`config.mk`:
```
export PLATFORM = sky130hd
export DESIGN_NAME = cp0_exc_ctrl
export DESIGN_NICKNAME = d
export VERILOG_FILES = /design/src/rtl/cp0_exc_ctrl_pkg.sv /design/src/rtl/cp0_exc_ctrl_irq_arb.sv /design/src/rtl/cp0_exc_ctrl.sv
export SDC_FILE = /design/constraint.sdc
export NUM_CORES = 1
export LEC_CHECK = 0
export BUFFER_PORTS_ARGS = -buffer_cell sky130_fd_sc_hd__buf_2
export CAP_MARGIN = 0
export CELL_PAD_IN_SITES_DETAIL_PLACEMENT = 1
export CELL_PAD_IN_SITES_GLOBAL_PLACEMENT = 1
export CORE_ASPECT_RATIO = 2
export CORE_MARGIN = 5
export CORE_UTILIZATION = 36
export CTS_CLUSTER_DIAMETER = 150
export DETAILED_ROUTE_END_ITERATION = 7
export GPL_ROUTABILITY_DRIVEN = 0
export PLACE_DENSITY = 0.91
export RECOVER_POWER = 100
export SLEW_MARGIN = 15
export SYNTH_ARGS = -nofsm -noshare
export SYNTH_HDL_FRONTEND = slang
export SYNTH_HIERARCHICAL = 1
export SYNTH_SLANG_ARGS = --single-unit
```
`constraint.sdc`:
```
create_clock -name clk -period 6.2 [get_ports clk]
set_input_delay 0.31 -clock clk [delete_from_list [all_inputs] [get_ports clk]]
set_output_delay 0.31 -clock clk [all_outputs]
set_load 0.03 [all_outputs]
```
`src/rtl/cp0_exc_ctrl_pkg.sv`:
```
// Shared CP0 definitions: register numbers, exception codes and field positions.
package cp0_exc_ctrl_pkg;

  localparam logic [4:0] REG_BADVADDR = 5'd8;
  localparam logic [4:0] REG_SR       = 5'd12;
  localparam logic [4:0] REG_CAUSE    = 5'd13;
  localparam logic [4:0] REG_EPC      = 5'd14;
  localparam logic [4:0] REG_PRID     = 5'd15;

  localparam logic [4:0] EXC_INT  = 5'd0;
  localparam logic [4:0] EXC_ADEL = 5'd4;
  localparam logic [4:0] EXC_ADES = 5'd5;
  localparam logic [4:0] EXC_RI   = 5'd10;
  localparam logic [4:0] EXC_OV   = 5'd12;

  localparam int IM_LO   = 10;
  localparam int IP_LO   = 10;
  localparam int EXL_BIT = 1;
  localparam int IE_BIT  = 0;
  localparam int BD_BIT  = 31;
  localparam int EXC_LO  = 2;
  localparam int EXC_W   = 5;

  function automatic logic is_addr_exc(input logic [4:0] code);
    return (code == EXC_ADEL) || (code == EXC_ADES);
  endfunction

endpackage

```
`src/rtl/cp0_exc_ctrl_irq_arb.sv`:
```
// Interrupt/exception arbitration: pending detection, EXL gating and code priority.
module cp0_irq_arb
  import cp0_exc_ctrl_pkg::*;
#(
  parameter int HWINT_W = 6
) (
  input  logic               exl_i,
  input  logic               ie_i,
  input  logic [HWINT_W-1:0] im_i,
  input  logic [HWINT_W-1:0] hwint_i,
  input  logic [4:0]         exc_code_i,
  output logic               int_req_o,
  output logic [4:0]         rec_code_o
);

  logic int_pend;
  logic exc_pend;

  always_comb begin
    int_pend   = ie_i & (|(hwint_i & im_i));
    exc_pend   = (exc_code_i != EXC_INT);
    int_req_o  = ~exl_i & (int_pend | exc_pend);
    // Interrupts outrank a synchronous exception in the same instruction.
    rec_code_o = int_pend ? EXC_INT : exc_code_i;
  end

endmodule

```
`src/rtl/cp0_exc_ctrl.sv`:
```
// CP0 exception/interrupt controller beside the M stage (SR, Cause, EPC, PRId).
// Define CP0_BADVADDR_EN to add BadVAddr (register 8) and the BadAddr_M port.
module cp0_exc_ctrl
  import cp0_exc_ctrl_pkg::*;
#(
  parameter logic [31:0] PRID_VALUE = 32'h0000_7000,
  parameter int          HWINT_W    = 6
) (
  input  logic               clk,
  input  logic               reset,
  input  logic [4:0]         A1,
  input  logic [4:0]         A2,
  input  logic [31:0]        DIn,
  input  logic               WE,
  input  logic [31:0]        PC_M,
  input  logic               BD_M,
  input  logic [4:0]         ExcCode_M,
  input  logic [HWINT_W-1:0] HWInt,
  input  logic               EXLClr,
`ifdef CP0_BADVADDR_EN
  input  logic [31:0]        BadAddr_M,
`endif
  output logic               IntReq,
  output logic [31:0]        EPC,
  output logic [31:0]        DOut
);

  logic [HWINT_W-1:0] im_q, im_d;
  logic               exl_q, exl_d;
  logic               ie_q, ie_d;
  logic               bd_q, bd_d;
  logic [HWINT_W-1:0] ip_q, ip_d;
  logic [4:0]         exc_q, exc_d;
  logic [31:0]        epc_q, epc_d;
`ifdef CP0_BADVADDR_EN
  logic [31:0]        badvaddr_q, badvaddr_d;
`endif

  logic        int_req;
  logic [4:0]  rec_code;
  logic [31:0] victim_pc;
  logic [31:0] sr_rd;
  logic [31:0] cause_rd;

  cp0_irq_arb #(.HWINT_W(HWINT_W)) u_arb (
    .exl_i      (exl_q),
    .ie_i       (ie_q),
    .im_i       (im_q),
    .hwint_i    (HWInt),
    .exc_code_i (ExcCode_M),
    .int_req_o  (int_req),
    .rec_code_o (rec_code)
  );

  assign IntReq    = int_req;
  assign EPC       = epc_q;
  assign victim_pc = BD_M ? (PC_M - 32'd4) : PC_M;

  always_comb begin
    im_d  = im_q;
    exl_d = exl_q;
    ie_d  = ie_q;
    bd_d  = bd_q;
    exc_d = exc_q;
    epc_d = epc_q;
    ip_d  = HWInt;
`ifdef CP0_BADVADDR_EN
    badvaddr_d = badvaddr_q;
`endif
    if (int_req) begin
      // The victim is flushed, so any mtc0 or eret it carries is discarded.
      exl_d = 1'b1;
      bd_d  = BD_M;
      exc_d = rec_code;
      epc_d = {victim_pc[31:2], 2'b00};
`ifdef CP0_BADVADDR_EN
      if (is_addr_exc(rec_code)) badvaddr_d = BadAddr_M;
`endif
    end else begin
      if (WE && (A2 == REG_SR)) begin
        im_d  = DIn[IM_LO +: HWINT_W];
        exl_d = DIn[EXL_BIT];
        ie_d  = DIn[IE_BIT];
      end
      if (WE && (A2 == REG_EPC)) epc_d = {DIn[31:2], 2'b00};
      if (EXLClr) exl_d = 1'b0;
    end
  end

  always_ff @(posedge clk) begin
    if (reset) begin
      im_q  <= '0;
      exl_q <= 1'b0;
      ie_q  <= 1'b0;
      bd_q  <= 1'b0;
      ip_q  <= '0;
      exc_q <= '0;
      epc_q <= '0;
`ifdef CP0_BADVADDR_EN
      badvaddr_q <= '0;
`endif
    end else begin
      im_q  <= im_d;
      exl_q <= exl_d;
      ie_q  <= ie_d;
      bd_q  <= bd_d;
      ip_q  <= ip_d;
      exc_q <= exc_d;
      epc_q <= epc_d;
`ifdef CP0_BADVADDR_EN
      badvaddr_q <= badvaddr_d;
`endif
    end
  end

  always_comb begin
    sr_rd                      = '0;
    sr_rd[IM_LO +: HWINT_W]    = im_q;
    sr_rd[EXL_BIT]             = exl_q;
    sr_rd[IE_BIT]              = ie_q;
    cause_rd                   = '0;
    cause_rd[BD_BIT]           = bd_q;
    cause_rd[IP_LO +: HWINT_W] = ip_q;
    cause_rd[EXC_LO +: EXC_W]  = exc_q;
  end

  always_comb begin
    DOut = '0;
    case (A1)
      REG_SR:       DOut = sr_rd;
      REG_CAUSE:    DOut = cause_rd;
      REG_EPC:      DOut = epc_q;
      REG_PRID:     DOut = PRID_VALUE;
`ifdef CP0_BADVADDR_EN
      REG_BADVADDR: DOut = badvaddr_q;
`endif
      default:      DOut = '0;
    endcase
  end

endmodule

```
==> flow_summary.ini <==
[synthesis]
avgSynthCellArea_sq_um = 8.50
netlist_instances = 393
synthesis.area_sq_mm = 0.00334
synth_seq_cells = 50
synth_commonest_cells = dfxtp_1, a211oi_1, and2_1
netlist.area_leader.share_pct = 30.0
synth-main-ff-cell = dfxtp_1
ys_types = 53
synth_most_common_cell = dfxtp_1
synth_edf_count = 0
netlist.top_cell.by_area = dfxtp_1
synth_seq_area_share_pct = 30.0
yosysWarnings = 6
async_reset_ff_share_pct = 0
yosys-top-cells-area = dfxtp_1, a211oi_1, and2_1

[power_and_ir_drop]
ir_drop_v = 0.000123
p_per_area_mw_per_mm2 = 206
power.leakage_nw = 1.63
finalPower_w = 0.000853

[clock_tree]
cts.path.max_buffers = 2
cts_hold_buf = 0
cts_resized = 0
numClockSinks = 50
postCtsSetupRepairBufs = 0
htree_levels = 2
cts_tree = built
numCtsBuffers = 5
worst_skew_pair.late_latency_ps = 300
root_buffer = clkbuf_16
cts.clk_slew.worst_paths_ps = 70

[placement]
portBuffers = 150
placed_area_sq_mm = 0.00406
dpl.hpwl_um = 10500

[sta]
period_minus_slack_ps = 4050
timing.final.crit_share_pct = 65.3
fmax_mhz = 247
finalHoldViolCount = 0
rsz0062_at_grt = no
final.setup.tns_ps = 0
worst_pin_slew_ps = 2370
holdWs_ps = 258
setup-violations-final = 0
fin_skew_ps = 10.5
relSlewSlack_pct = -58.0
report.final.slew_viol_count = 61

[floorplanning]
core_area_sq_mm = 0.00901
die-area_sq_mm = 0.0114
initial_core_util_pct = 37.1
fp.dieW_um = 78.1
ios = 155
die_h_um = 146
row_count = 49

[global_routing]
grt.total_usage_pct = 23.1
grt_first_pass_wirelength_um = 21300
grt_overflow_total = 0
grt_max_degree = 64
antenna_found_initial = 2
grt_pass1_vias = 4073

[detailed_routing]
vias = 3775
wl_um = 13600
drc = 0
ant_nets = 0
routedWlPerCell_um = 21.7
first_pass_iters = 4
via_per_inst = 6.03
drtIter0Drc = 204

[layout]
fillers = 1181
area_growth_pct = 23.7
postLayoutCellArea_sq_mm = 0.00413
seqCellArea_sq_mm = 0.00100
multi_input_area_sq_mm = 0.00212
final_nets = 612
drive_above_1_share_pct = 24.7

[run]
drv_cap = 2

[setup_path]
end_kind = register
arrival_ps = 4130
crit_type = register to register
critPathLaunchType = register
required_ps = 6280
critPathMaxFanout = 63

[status]
violations = max-capacitance violations, max-slew violations
outcome = finished, violations left

[min_path]
hold_path.class = primary input to register
## registers in the layout, indices dropped and copies added, names as in the netlist
| name | flops |
|---|---|
| EPC | 30 |
| im_q | 6 |
| ie_q | 1 |
| bd_q | 1 |
| exc_q | 5 |
| exl_q | 1 |
| ip_q | 6 |
## path summary, 6_finish.rpt
path                                       startpoint               endpoint  slack (ps)  cells past startpoint
worst max-delay path             im_q[0]$_SDFFE_PP0P_   im_q[2]$_SDFFE_PP0P_        2150                      7
worst min-delay path                         HWInt[1]     ip_q[1]$_SDFF_PP0_         260                      2
worst max register to register   im_q[0]$_SDFFE_PP0P_   im_q[2]$_SDFFE_PP0P_        2150                      7
worst min register to register  exc_q[2]$_SDFFE_PP0P_  exc_q[2]$_SDFFE_PP0P_         510                      2
## stage by stage
stage | worst slack (ps) | cells | util [%]
global placement | 3120 | 616 | 45.1
global route | 1890 | 626 | 45.9
detailed placement | 3030 | 616 | 45.1
CTS | 3150 | 624 | 46.7
finish | 2150 | 626 | 45.9
floorplan | 3600 | 394 | -
## power breakdown
part	internal (W)	switching [W]	total [W]
sequential	0.000346	0.0000212	0.000367
combinational	0.0000670	0.000134	0.000201
clock	0.000160	0.000125	0.000285
total	0.000573	0.000280	0.000853
## logic make-up after synthesis
kind of cell / Yosys count / share of synthesized area (%)
other cells: 1 / 0.112
compound gates: 112 / 25.8
xor+xnor: 9 / 2.36
fa+ha+maj: 1 / 0.374
buf+inv: 37 / 6.48
simple gates: 170 / 31.0
flops: 50 / 30.0
mux: 13 / 3.89
## critical path, cell delays in order, from the launching register on
cell	delay, ps
dfxtp_1	330
a22o_1	220
o31ai_1	790
a31oi_4	140
buf_4	370
nor4_1	1560
mux2i_1	300
nor2_1	60
## routing by layer
| layer | up-vias | GRT usage [%] | wire [um] |
|---|---|---|---|
| met4 | 0 | 13.2 | 594 |
| met5 | - | 0 | 0 |
| li1 | 1789 | - | - |
| met3 | 33 | 3.70 | 617 |
| met1 | 1824 | 23.0 | 4780 |
| met2 | 129 | 43.1 | 7580 |
## final cells by class
| cell class | instances | share of cell area (%) |
|---|---|---|
| sequential | 50 | 24.2 |
| timing repair buffer | 153 | 17.1 |
| clock inverter | 2 | 0.303 |
| multi-input combinational | 307 | 51.4 |
| tap | 102 | 3.09 |
| antenna | 2 | 0.121 |
| clock buffer | 6 | 3.36 |
| inverter | 4 | 0.363 |
## layout by cell type (no fill, tap or decap), drive strengths merged, types with 5 or more instances in the layout
master	count
or4	13
and2	27
nand2	15
nand3	10
and3	23
o21ai	13
mux2i	13
xnor2	5
nand4	5
clkbuf	56
a31oi	5
buf	103
a22o	9
nor4	10
a311oi	12
a22oi	6
nand4b	5
dfxtp	50
or3	7
a211oi	34
o31ai	12
nor2b	11
nor2	19
nor3	11
(Power assumes the default switching activity.)
